==> config.mk <==
export PLATFORM = sky130hd
export DESIGN_NAME = ddr_app_bridge_flat
export DESIGN_NICKNAME = d
export VERILOG_FILES = /design/src/rtl/ddr_app_bridge_if.sv /design/src/rtl/ddr_app_bridge.sv /design/src/flat_wrapper.sv
export SDC_FILE = /design/constraint.sdc
export NUM_CORES = 1
export LEC_CHECK = 0
export ABC_AREA = 1
export CAP_MARGIN = 20
export CELL_PAD_IN_SITES_DETAIL_PLACEMENT = 1
export CELL_PAD_IN_SITES_GLOBAL_PLACEMENT = 1
export CORE_ASPECT_RATIO = 0.6
export CORE_MARGIN = 2
export CORE_UTILIZATION = 33
export DETAILED_ROUTE_END_ITERATION = 16
export GPL_ROUTABILITY_DRIVEN = 0
export PLACE_DENSITY = 0.84
export SYNTH_ARGS = -nofsm -noshare
export SYNTH_HDL_FRONTEND = slang
export SYNTH_SLANG_ARGS = --single-unit
==> constraint.sdc <==
create_clock -name clk -period 12.89 [get_ports clk]
set_input_delay 2.578 -clock clk [delete_from_list [all_inputs] [get_ports clk]]
set_output_delay 2.578 -clock clk [all_outputs]
set_load 0.1 [all_outputs]
==> src/rtl/ddr_app_bridge_if.sv <==
// DDR controller user ("app") port bundle between the bridge and the controller.
// The master modport is the bridge side, the slave modport is the controller side.
interface ddr_app_bridge_if #(
   parameter int ADDR_W = 27,
   parameter int DATA_W = 128
);
   logic [ADDR_W-1:0]   app_addr;
   logic [2:0]          app_cmd;
   logic                app_en;
   logic                app_rdy;
   logic [DATA_W-1:0]   app_wdf_data;
   logic                app_wdf_wren;
   logic                app_wdf_end;
   logic [DATA_W/8-1:0] app_wdf_mask;
   logic                app_wdf_rdy;
   logic [DATA_W-1:0]   app_rd_data;
   logic                app_rd_data_valid;

   modport master (
      output app_addr, app_cmd, app_en,
      output app_wdf_data, app_wdf_wren,
      output app_wdf_end, app_wdf_mask,
      input  app_rdy, app_wdf_rdy,
      input  app_rd_data, app_rd_data_valid
   );

   modport slave (
      input  app_addr, app_cmd, app_en,
      input  app_wdf_data, app_wdf_wren,
      input  app_wdf_end, app_wdf_mask,
      output app_rdy, app_wdf_rdy,
      output app_rd_data, app_rd_data_valid
   );
endinterface

==> src/rtl/ddr_app_bridge.sv <==
// Data-cache line read/write pulses to DDR app interface, one pending of each.
// Define DDR_APP_BRIDGE_ALIGN_EN to line-align app_addr (strip word offset).
module ddr_app_bridge #(
   parameter int ADDR_W = 27,
   parameter int DATA_W = 128
) (
   input  logic              clk,
   input  logic              rstn,
   input  logic [ADDR_W-1:0] rd_addr,
   input  logic              rd_en,
   output logic              rd_fin,
   output logic [DATA_W-1:0] rd_data,
   input  logic [ADDR_W-1:0] wr_addr,
   input  logic [DATA_W-1:0] wr_data,
   input  logic              wr_en,
   output logic              wr_fin,
   output logic              ovf,
   input  logic              calib_done,
   ddr_app_bridge_if.master  app
);

   typedef enum logic [1:0] {
      IDLE,
      RD_CMD,
      RD_WAIT,
      WR
   } state_t;

   state_t            state, state_n;
   logic              rd_pend, wr_pend;
   logic [ADDR_W-1:0] rd_addr_q, wr_addr_q;
   logic [DATA_W-1:0] wr_data_q;
   logic              cmd_done, dat_done;
   logic              cmd_done_n, dat_done_n;
   logic              cmd_en, dat_en;
   logic              rd_clr, wr_clr;
   logic              rd_fin_n, wr_fin_n;
   logic              ld_rd, ld_wr;
   logic              rd_busy, wr_busy;

   function automatic logic [ADDR_W-1:0] map_addr(
      input logic [ADDR_W-1:0] a
   );
`ifdef DDR_APP_BRIDGE_ALIGN_EN
      return {a[ADDR_W-1:4], 4'b0000};
`else
      return a;
`endif
   endfunction

   // a pending flag being cleared this cycle can accept a new pulse
   assign rd_busy = rd_pend & ~rd_clr;
   assign wr_busy = wr_pend & ~wr_clr;

   assign app.app_en       = cmd_en;
   assign app.app_wdf_wren = dat_en;
   assign app.app_wdf_end  = dat_en;
   assign app.app_wdf_mask = '0;

   always_comb begin
      state_n    = state;
      cmd_en     = 1'b0;
      dat_en     = 1'b0;
      cmd_done_n = cmd_done;
      dat_done_n = dat_done;
      rd_clr     = 1'b0;
      wr_clr     = 1'b0;
      rd_fin_n   = 1'b0;
      wr_fin_n   = 1'b0;
      ld_rd      = 1'b0;
      ld_wr      = 1'b0;
      unique case (state)
         IDLE: begin
            cmd_done_n = 1'b0;
            dat_done_n = 1'b0;
            if (calib_done) begin
               if (wr_pend) begin
                  state_n = WR;
                  ld_wr   = 1'b1;
               end else if (rd_pend) begin
                  state_n = RD_CMD;
                  ld_rd   = 1'b1;
               end
            end
         end
         RD_CMD: begin
            cmd_en = 1'b1;
            if (app.app_rdy) begin
               rd_clr  = 1'b1;
               state_n = RD_WAIT;
            end
         end
         RD_WAIT: begin
            if (app.app_rd_data_valid) begin
               rd_fin_n = 1'b1;
               state_n  = IDLE;
            end
         end
         WR: begin
            cmd_en     = ~cmd_done;
            dat_en     = ~dat_done;
            cmd_done_n = cmd_done | (cmd_en & app.app_rdy);
            dat_done_n = dat_done | (dat_en & app.app_wdf_rdy);
            if (cmd_done_n && dat_done_n) begin
               wr_clr   = 1'b1;
               wr_fin_n = 1'b1;
               state_n  = IDLE;
            end
         end
         default: state_n = IDLE;
      endcase
   end

   always_ff @(posedge clk) begin
      if (!rstn) begin
         state            <= IDLE;
         rd_pend          <= 1'b0;
         wr_pend          <= 1'b0;
         cmd_done         <= 1'b0;
         dat_done         <= 1'b0;
         rd_fin           <= 1'b0;
         wr_fin           <= 1'b0;
         ovf              <= 1'b0;
         rd_data          <= '0;
         app.app_addr     <= '0;
         app.app_cmd      <= 3'b001;
         app.app_wdf_data <= '0;
      end else begin
         state    <= state_n;
         cmd_done <= cmd_done_n;
         dat_done <= dat_done_n;
         rd_fin   <= rd_fin_n;
         wr_fin   <= wr_fin_n;
         if ((rd_en && rd_busy) || (wr_en && wr_busy))
            ovf <= 1'b1;
         if (rd_en && !rd_busy)
            rd_pend <= 1'b1;
         else if (rd_clr)
            rd_pend <= 1'b0;
         if (wr_en && !wr_busy)
            wr_pend <= 1'b1;
         else if (wr_clr)
            wr_pend <= 1'b0;
         if (rd_fin_n)
            rd_data <= app.app_rd_data;
         if (ld_rd) begin
            app.app_addr <= map_addr(rd_addr_q);
            app.app_cmd  <= 3'b001;
         end
         if (ld_wr) begin
            app.app_addr     <= map_addr(wr_addr_q);
            app.app_cmd      <= 3'b000;
            app.app_wdf_data <= wr_data_q;
         end
      end
   end

   always_ff @(posedge clk) begin
      if (rd_en && !rd_busy)
         rd_addr_q <= rd_addr;
      if (wr_en && !wr_busy) begin
         wr_addr_q <= wr_addr;
         wr_data_q <= wr_data;
      end
   end

endmodule

==> src/flat_wrapper.sv <==
// flat-port wrapper written by rule: the top's interface ports become plain ports
module ddr_app_bridge_flat 
#(
   parameter int ADDR_W = 27,
   parameter int DATA_W = 128
)
  (clk, rstn, rd_addr, rd_en, rd_fin, rd_data, wr_addr, wr_data, wr_en, wr_fin, ovf, calib_done, app_app_addr, app_app_cmd, app_app_en, app_app_wdf_data, app_app_wdf_wren, app_app_wdf_end, app_app_wdf_mask, app_app_rdy, app_app_wdf_rdy, app_app_rd_data, app_app_rd_data_valid);
  ddr_app_bridge_if #(.ADDR_W(ADDR_W), .DATA_W(DATA_W)) app_i ();
  input  logic clk;
  input  logic rstn;
  input  logic [ADDR_W-1:0] rd_addr;
  input  logic rd_en;
  output logic rd_fin;
  output logic [DATA_W-1:0] rd_data;
  input  logic [ADDR_W-1:0] wr_addr;
  input  logic [DATA_W-1:0] wr_data;
  input  logic wr_en;
  output logic wr_fin;
  output logic ovf;
  input  logic calib_done;
  output wire logic [$bits(app_i.app_addr)-1:0] app_app_addr;
  output wire logic [$bits(app_i.app_cmd)-1:0] app_app_cmd;
  output wire logic [$bits(app_i.app_en)-1:0] app_app_en;
  output wire logic [$bits(app_i.app_wdf_data)-1:0] app_app_wdf_data;
  output wire logic [$bits(app_i.app_wdf_wren)-1:0] app_app_wdf_wren;
  output wire logic [$bits(app_i.app_wdf_end)-1:0] app_app_wdf_end;
  output wire logic [$bits(app_i.app_wdf_mask)-1:0] app_app_wdf_mask;
  input wire logic [$bits(app_i.app_rdy)-1:0] app_app_rdy;
  input wire logic [$bits(app_i.app_wdf_rdy)-1:0] app_app_wdf_rdy;
  input wire logic [$bits(app_i.app_rd_data)-1:0] app_app_rd_data;
  input wire logic [$bits(app_i.app_rd_data_valid)-1:0] app_app_rd_data_valid;
  assign app_app_addr = app_i.app_addr;
  assign app_app_cmd = app_i.app_cmd;
  assign app_app_en = app_i.app_en;
  assign app_app_wdf_data = app_i.app_wdf_data;
  assign app_app_wdf_wren = app_i.app_wdf_wren;
  assign app_app_wdf_end = app_i.app_wdf_end;
  assign app_app_wdf_mask = app_i.app_wdf_mask;
  assign app_i.app_rdy = app_app_rdy;
  assign app_i.app_wdf_rdy = app_app_wdf_rdy;
  assign app_i.app_rd_data = app_app_rd_data;
  assign app_i.app_rd_data_valid = app_app_rd_data_valid;
  ddr_app_bridge #(.ADDR_W(ADDR_W), .DATA_W(DATA_W)) u_core (.clk(clk), .rstn(rstn), .rd_addr(rd_addr), .rd_en(rd_en), .rd_fin(rd_fin), .rd_data(rd_data), .wr_addr(wr_addr), .wr_data(wr_data), .wr_en(wr_en), .wr_fin(wr_fin), .ovf(ovf), .calib_done(calib_done), .app(app_i));
endmodule
==> run_results.csv, run 1 <==
group,metric,value,unit
route,drt_iter0_drc,653,
timing,skew,0.0152,ns
floorplan,die-height,176,um
status,outcome,"complete, no violations",
yosys,yosys.area.top_type,"dfxtp_1",
clock_network,ctsHoldBuffers,0,
placed_design,port_buffers,607,
yosys,syn_inst,1544,
yosys,synth_area_leaders,"dfxtp_1 (36%), edfxtp_1 (34%), o21ai_0 (8.7%)",
timing,fin_crit,5.18,ns
final_layout,final_core_util,50.2,%
yosys,syn_avg_cell_area,10.5,sq um
final_layout,finalNetCount,2432,
yosys,syn_area,0.0163,sq mm
timing,setup_total_negative_slack,0,ns
yosys,yosysMostFrequentCell,"nor2_1",
worst_setup_path,worstSetupStartpointType,"flip-flop",
clock_network,cts_made_buffers,46,
clock_network,cts_resized,0,
timing,finalSetupViolCount,0,
final_layout,nFillCells,5213,
global_routing,grt_overflow_total,0,
clock_network,cts_root_buf,"clkbuf_16",
yosys,synth_top_area_share,36.0,%
timing,hold_viol_final,0,
route,ant_nets,0,
yosys,ys_warn_count,0,
floorplan,start_util,33.7,%
worst_setup_path,worst-path-max-fanout,4,
min_path,hold_class,"reg -> reg",
floorplan,die_area,0.0512,sq mm
global_routing,grt_max_degree,108,
timing,report.final.slew_viol_count,0,
timing,grt_setup_unrepaired,"false",
yosys,ys_seq_area_share,69.6,%
power,p_leak,8.56,nW
final_layout,fin_cells,2790,
worst_setup_path,crit_arrival,2.60,ns
route,drt_pass1_iterations,4,
yosys,ys.flop_type,"dfxtp_1",
clock_network,clock-sinks,475,
global_routing,grt_util_all_layers,21.4,%
power,vdd_drop_max,0.000131,V
timing,fmax,0.193,GHz
clock_network,clockBufferDepth,3,
placed_design,dp_hpwl,40200,um
power,power_density,224,mW/mm^2
yosys,ys_ff_latch,475,
final_layout,drive_gt1_share,4.20,%
route,drcViolationCount,0,
worst_setup_path,cp-end-kind,"primary output",
floorplan,core_area,0.0483,sq mm
global_routing,grt_pass1_wl,85300,um
route,vias,13200,
global_routing,grt_pass1_vias,14200,
route,viasPerCell,4.75,
clock_network,clkTransAtPathRegs,0.06,ns
floorplan,die_x,291,um
placed_design,dp.cells,2701,
clock_network,postCtsSetupBuffers,0,
worst_setup_path,critical_path_class,"reg -> out",
floorplan,std_cell_rows,62,
worst_setup_path,crit_required,10.31,ns
route,wl,56600,um
clock_network,insertion_delay,0.56,ns
power,finalPower,5.42,mW
route,wl_per_cell,20.3,um
timing,fin_crit_sh,40.2,%
timing,tightest_slew,1.15,ns
flow_run,drv_cap,0,
clock_network,cts_tree,"yes",
yosys,ys_async_sr_fraction,0,%
yosys,yosys-top-cells-count,"nor2_1 (294), dfxtp_1 (293), o21ai_0 (284), edfxtp_1 (182), inv_1 (149)",
global_routing,antenna_found_initial,6,
floorplan,io_pins,626,
final_layout,area_growth,48.8,%
yosys,ys_types,26,
clock_network,cts_htree_levels,2,
yosys,synth_edf_count,182,
timing,relSlewSlack,22.9,%
metrics by stage:
stage	setup WS (ns)	area, sq um	hold slack [ns]
after global routing	7.59	24200	0.468
final	7.71	24200	0.447
after CTS	7.69	24200	0.450
after detailed placement	7.34	22700	0.440
after global placement	7.51	22700	0.433
after floorplan	2.80	16300	0.467
power by group:
part,leakage [nW],internal [mW],switching [mW]
Clock,0.746,0.787,0.594
Combinational,3.68,0.477,1.67
Sequential,4.12,1.78,0.113
Total,8.56,3.04,2.37
final cells by class:
class | instances | area, sq um | area share (%)
clock inverter | 26 | 272 | 1.12
multi-input combinational | 819 | 3840 | 15.8
antenna | 5 | 12.5 | 0.0517
tap | 640 | 801 | 3.31
inverter | 149 | 562 | 2.32
clock buffer | 58 | 1250 | 5.15
timing repair buffer | 618 | 6160 | 25.4
sequential | 475 | 11300 | 46.8
placed cells by master, fill, tap and decap left out, types with 26 or more instances in the layout:
| cell | netlist | final |
|---|---|---|
| inv_1 | 149 | 148 |
| clkbuf_16 | 0 | 46 |
| edfxtp_1 | 182 | 182 |
| clkdlybuf4s50_1 | 0 | 606 |
| o21ai_0 | 284 | 284 |
| nor3_1 | 26 | 26 |
| a21oi_1 | 132 | 132 |
| dfxtp_1 | 293 | 293 |
| nor2_1 | 294 | 292 |
| nor3b_1 | 27 | 27 |
worst max-delay path, stage by stage, from the launching register on:
cell             delay, ns
dfxtp_1               0.42
ha_1                  0.25
inv_1                 0.08
nor2_1                0.13
clkdlybuf4s50_1       1.16
sequential cells by signal (all words and copies together) (netlist names), 2 cells and up:
name	count
u_core.rd_data	128
u_core.state	2
u_core.app.app_wdf_data	128
u_core.wr_addr_q	27
u_core.wr_data_q	128
u_core.rd_addr_q	27
u_core.app.app_addr	27
cell families after synthesis:
| group | Yosys count | share of synthesized area, % |
|---|---|---|
| other | 1 | 0.0230 |
| adders and majority gates | 5 | 0.384 |
| buffers and inverters | 267 | 7.34 |
| DFF | 475 | 69.6 |
| and+or+nand+nor | 376 | 9.66 |
| AOI/OAI and AO/OA | 420 | 13.0 |
worst paths after layout:
check,from,end,slack (ns),cells after the start
worst min register to register,u_core.app.app_wdf_data[101],u_core.app.app_wdf_data[101],0.45,2
worst max-delay path,u_core.state[1],app_app_wdf_end,7.71,4
worst max register to register,u_core.state[1],u_core.app.app_wdf_data[111],9.64,7
worst min-delay path,u_core.app.app_wdf_data[101],u_core.app.app_wdf_data[101],0.45,2
routing by layer:
layer	GRT usage, %	wire length (um)	part of all wire (%)	vias up
li1	-	-	-	6216
met5	0	13	0.023	-
met2	39.2	29200	51	391
met4	8.25	2220	3.9	2
met3	6.11	3740	6.6	126
met1	23.6	21500	38	6504
No activity file was read; power rests on OpenSTA's default activity.
==> run 2: changes to the inputs <==
- clock period: 12.89 -> 4.95 ns (I/O delays scaled with it)
==> run 2 against run 1 <==
  * Wire length grew 0.80%
  * First-iteration DRC count shrank 20%
  * Utilization grew 0.18 points
  * Combinational power grew to 2.6 times the previous value
  * Global-route usage grew 0.16 points
  * Via count is the same
  * Register-to-register slack lost 7.7 ns
  * Count of clock-buffer cells in the layout grew 12
  * Die area is the same
  * Non-clock buffer count grew 3
  * Sequential power grew to 2.6 times the previous value
  * Highest routed layer unchanged
  * Hold slack lost 0.0029 ns
==> run_results.csv, run 2 (synthesis gave the netlist of run 1 again) <==
group,metric,value,unit
route,wl_met1,21800,um
floorplan,die_x,291,um
timing,fin_crit,3.59,ns
final_layout,reg_top3,"u_core.app.app_wdf_data x128, u_core.rd_data x128, u_core.wr_data_q x128",
timing,fin_crit_sh,72.6,%
route,drcViolationCount,0,
worst_setup_path,critPathCapture,"app_app_wdf_end",
timing,report.final.slew_viol_count,0,
floorplan,start_util,33.7,%
worst_setup_path,critical_path_buf_inv_count,2,
final_layout,finalNetCount,2435,
global_routing,grt_util_all_layers,21.6,%
worst_setup_path,critical_path_class,"reg -> out",
clock_network,clockBufferDepth,3,
clock_network,clock-sinks,475,
floorplan,core_area,0.0483,sq mm
floorplan,die_area,0.0512,sq mm
worst_setup_path,r2r_start,"u_core.state[0]",
timing,relSlewSlack,23.7,%
global_routing,grt_overflow_total,0,
clock_network,cts_resized,0,
status,outcome,"complete, no violations",
power,power_density,581,mW/mm^2
worst_setup_path,rr_endpoint,"u_core.app.app_wdf_data[86]",
flow_run,drv_cap,0,
final_layout,fin_cells,2796,
route,wl_per_cell,20.4,um
min_path,hold_class,"reg -> reg",
route,ant_nets,0,
timing,fmax,0.278,GHz
power,p_leak,8.59,nW
clock_network,ctsHoldBuffers,0,
route,drt_pass1_iterations,5,
clock_network,cts_made_buffers,46,
placed_design,port_buffers,607,
global_routing,grt_pass1_wl,85300,um
timing,hold_viol_final,0,
timing,skew,0.0202,ns
worst_setup_path,cp.depth,4,
floorplan,die-height,176,um
global_routing,antenna_found_initial,8,
global_routing,grt_max_degree,137,
worst_setup_path,slowest_delay,1.17,ns
worst_setup_path,crit_required,3.96,ns
worst_setup_path,cp_top_family,"buffers and inverters",
worst_setup_path,cp-end-kind,"primary output",
clock_network,clkTransAtPathRegs,0.07,ns
route,wl,57100,um
worst_setup_path,worstPathCellList,"ha_1 -> inv_1 -> nor2_1 -> clkdlybuf4s50_1",
worst_setup_path,worst-path-max-fanout,4,
clock_network,cts_htree_levels,2,
route,met3_length,3930,um
global_routing,grt_pass1_vias,14300,
final_layout,area_growth,49.4,%
route,topRoutingLayerUsed,"met5",
floorplan,std_cell_rows,62,
worst_setup_path,slowest_stage,"clkdlybuf4s50_1",
route,dr_wl_met2,28900,um
clock_network,cts_root_buf,"clkbuf_16",
route,viasPerCell,4.73,
floorplan,io_pins,626,
timing,tightest_slew,1.14,ns
worst_setup_path,worst_r2r_path_depth,8,
timing,setup_total_negative_slack,0,ns
clock_network,cts_tree,"yes",
worst_setup_path,crit_arrival,2.60,ns
route,drt_iter0_drc,520,
clock_network,postCtsSetupBuffers,0,
timing,finalSetupViolCount,0,
final_layout,layout_common_cells,"clkdlybuf4s50_1 (606), dfxtp_1 (293), nor2_1 (292), o21ai_0 (284), edfxtp_1 (182)",
worst_setup_path,worstSetupStartpointType,"flip-flop",
worst_setup_path,cp-startpoint,"u_core.state[0]",
placed_design,dp_hpwl,39800,um
route,vias,13200,
final_layout,drive_gt1_share,4.33,%
clock_network,insertion_delay,0.55,ns
final_layout,layout_commonest_cell,"clkdlybuf4s50_1",
power,vdd_drop_max,0.000278,V
worst_setup_path,r2r_slack,1.90,ns
timing,grt_setup_unrepaired,"false",
placed_design,dp.cells,2703,
==> run 2: cell count changes in the layout (fill, tap and decap cells not counted) <==
cell / change
clkinv_8: -1
inv_4: +1
clkbuf_8: +5
clkbuf_1: +6
clkinv_4: +1
diode_2: +2
buf_12: +4
clkinv_1: -5
bufinv_16: -2
clkinv_2: -4
clkinvlp_4: -1
buf_4: -1
clkbuf_16: +1
==> run 2: area by class of cell <==
cell class,instances,area [sq um]
clock buffer,70,1360
sequential,475,11300
timing repair buffer,621,6230
fill,5261,23900
clock inverter,15,164
multi-input combinational,819,3840
tap,640,801
antenna,7,17.5
inverter,149,562
==> run 2: how the worst min path moves through the flow <==
stage                                       from                      endpoint  slack (ns)  depth (start not counted)
floorplan                   u_core.rd_addr_q[26]       u_core.app.app_addr[26]        0.47                          2
global placement     u_core.app.app_wdf_data[48]   u_core.app.app_wdf_data[48]        0.43                          2
detailed placement  u_core.app.app_wdf_data[116]  u_core.app.app_wdf_data[116]        0.44                          2
CTS                  u_core.app.app_wdf_data[59]   u_core.app.app_wdf_data[59]        0.45                          2
global route         u_core.app.app_wdf_data[55]   u_core.app.app_wdf_data[55]        0.47                          2
finish               u_core.app.app_wdf_data[59]   u_core.app.app_wdf_data[59]        0.44                          2
==> run 2: worst reg2reg max path, delay by kind of cell (launching register included) <==
family	cells	cell delay, ns
buffers and inverters	4	1.64
flip-flops	1	0.39
AO/OA/AOI/OAI	2	0.53
AND/OR/NAND/NOR	1	0.11
adder cells (fa/ha/maj)	1	0.28
==> run 2: metrics by stage <==
stage / hold WS [ns] / power [mW] / setup WS (ns) / area (sq um) / utilization, %
6_report: 0.444 / 14.1 / 1.36 / 24300 / 50.4
5_1_grt: 0.470 / 14.6 / 1.25 / 24300 / 50.4
4_1_cts: 0.449 / 14.3 / 1.32 / 24300 / 50.3
3_5_place_dp: 0.441 / 10.6 / 1.17 / 22700 / 47.1
3_3_place_gp: 0.434 / 10.5 / 1.37 / 22700 / 47.1
2_1_floorplan: 0.467 / 9.09 / 0.912 / 16300 / -
==> run 2: routing by layer <==
metal,vias to the layer above,GRT usage [%]
met5,-,0
met4,4,8.98
met3,139,6.72
met2,438,38.9
met1,6434,23.6
li1,6224,-
==> run 2: power by group <==
| part | switching (mW) | internal (mW) |
|---|---|---|
| registers | 0.290 | 4.63 |
| clock network | 1.54 | 2.06 |
| logic | 4.36 | 1.25 |
| total | 6.19 | 7.95 |
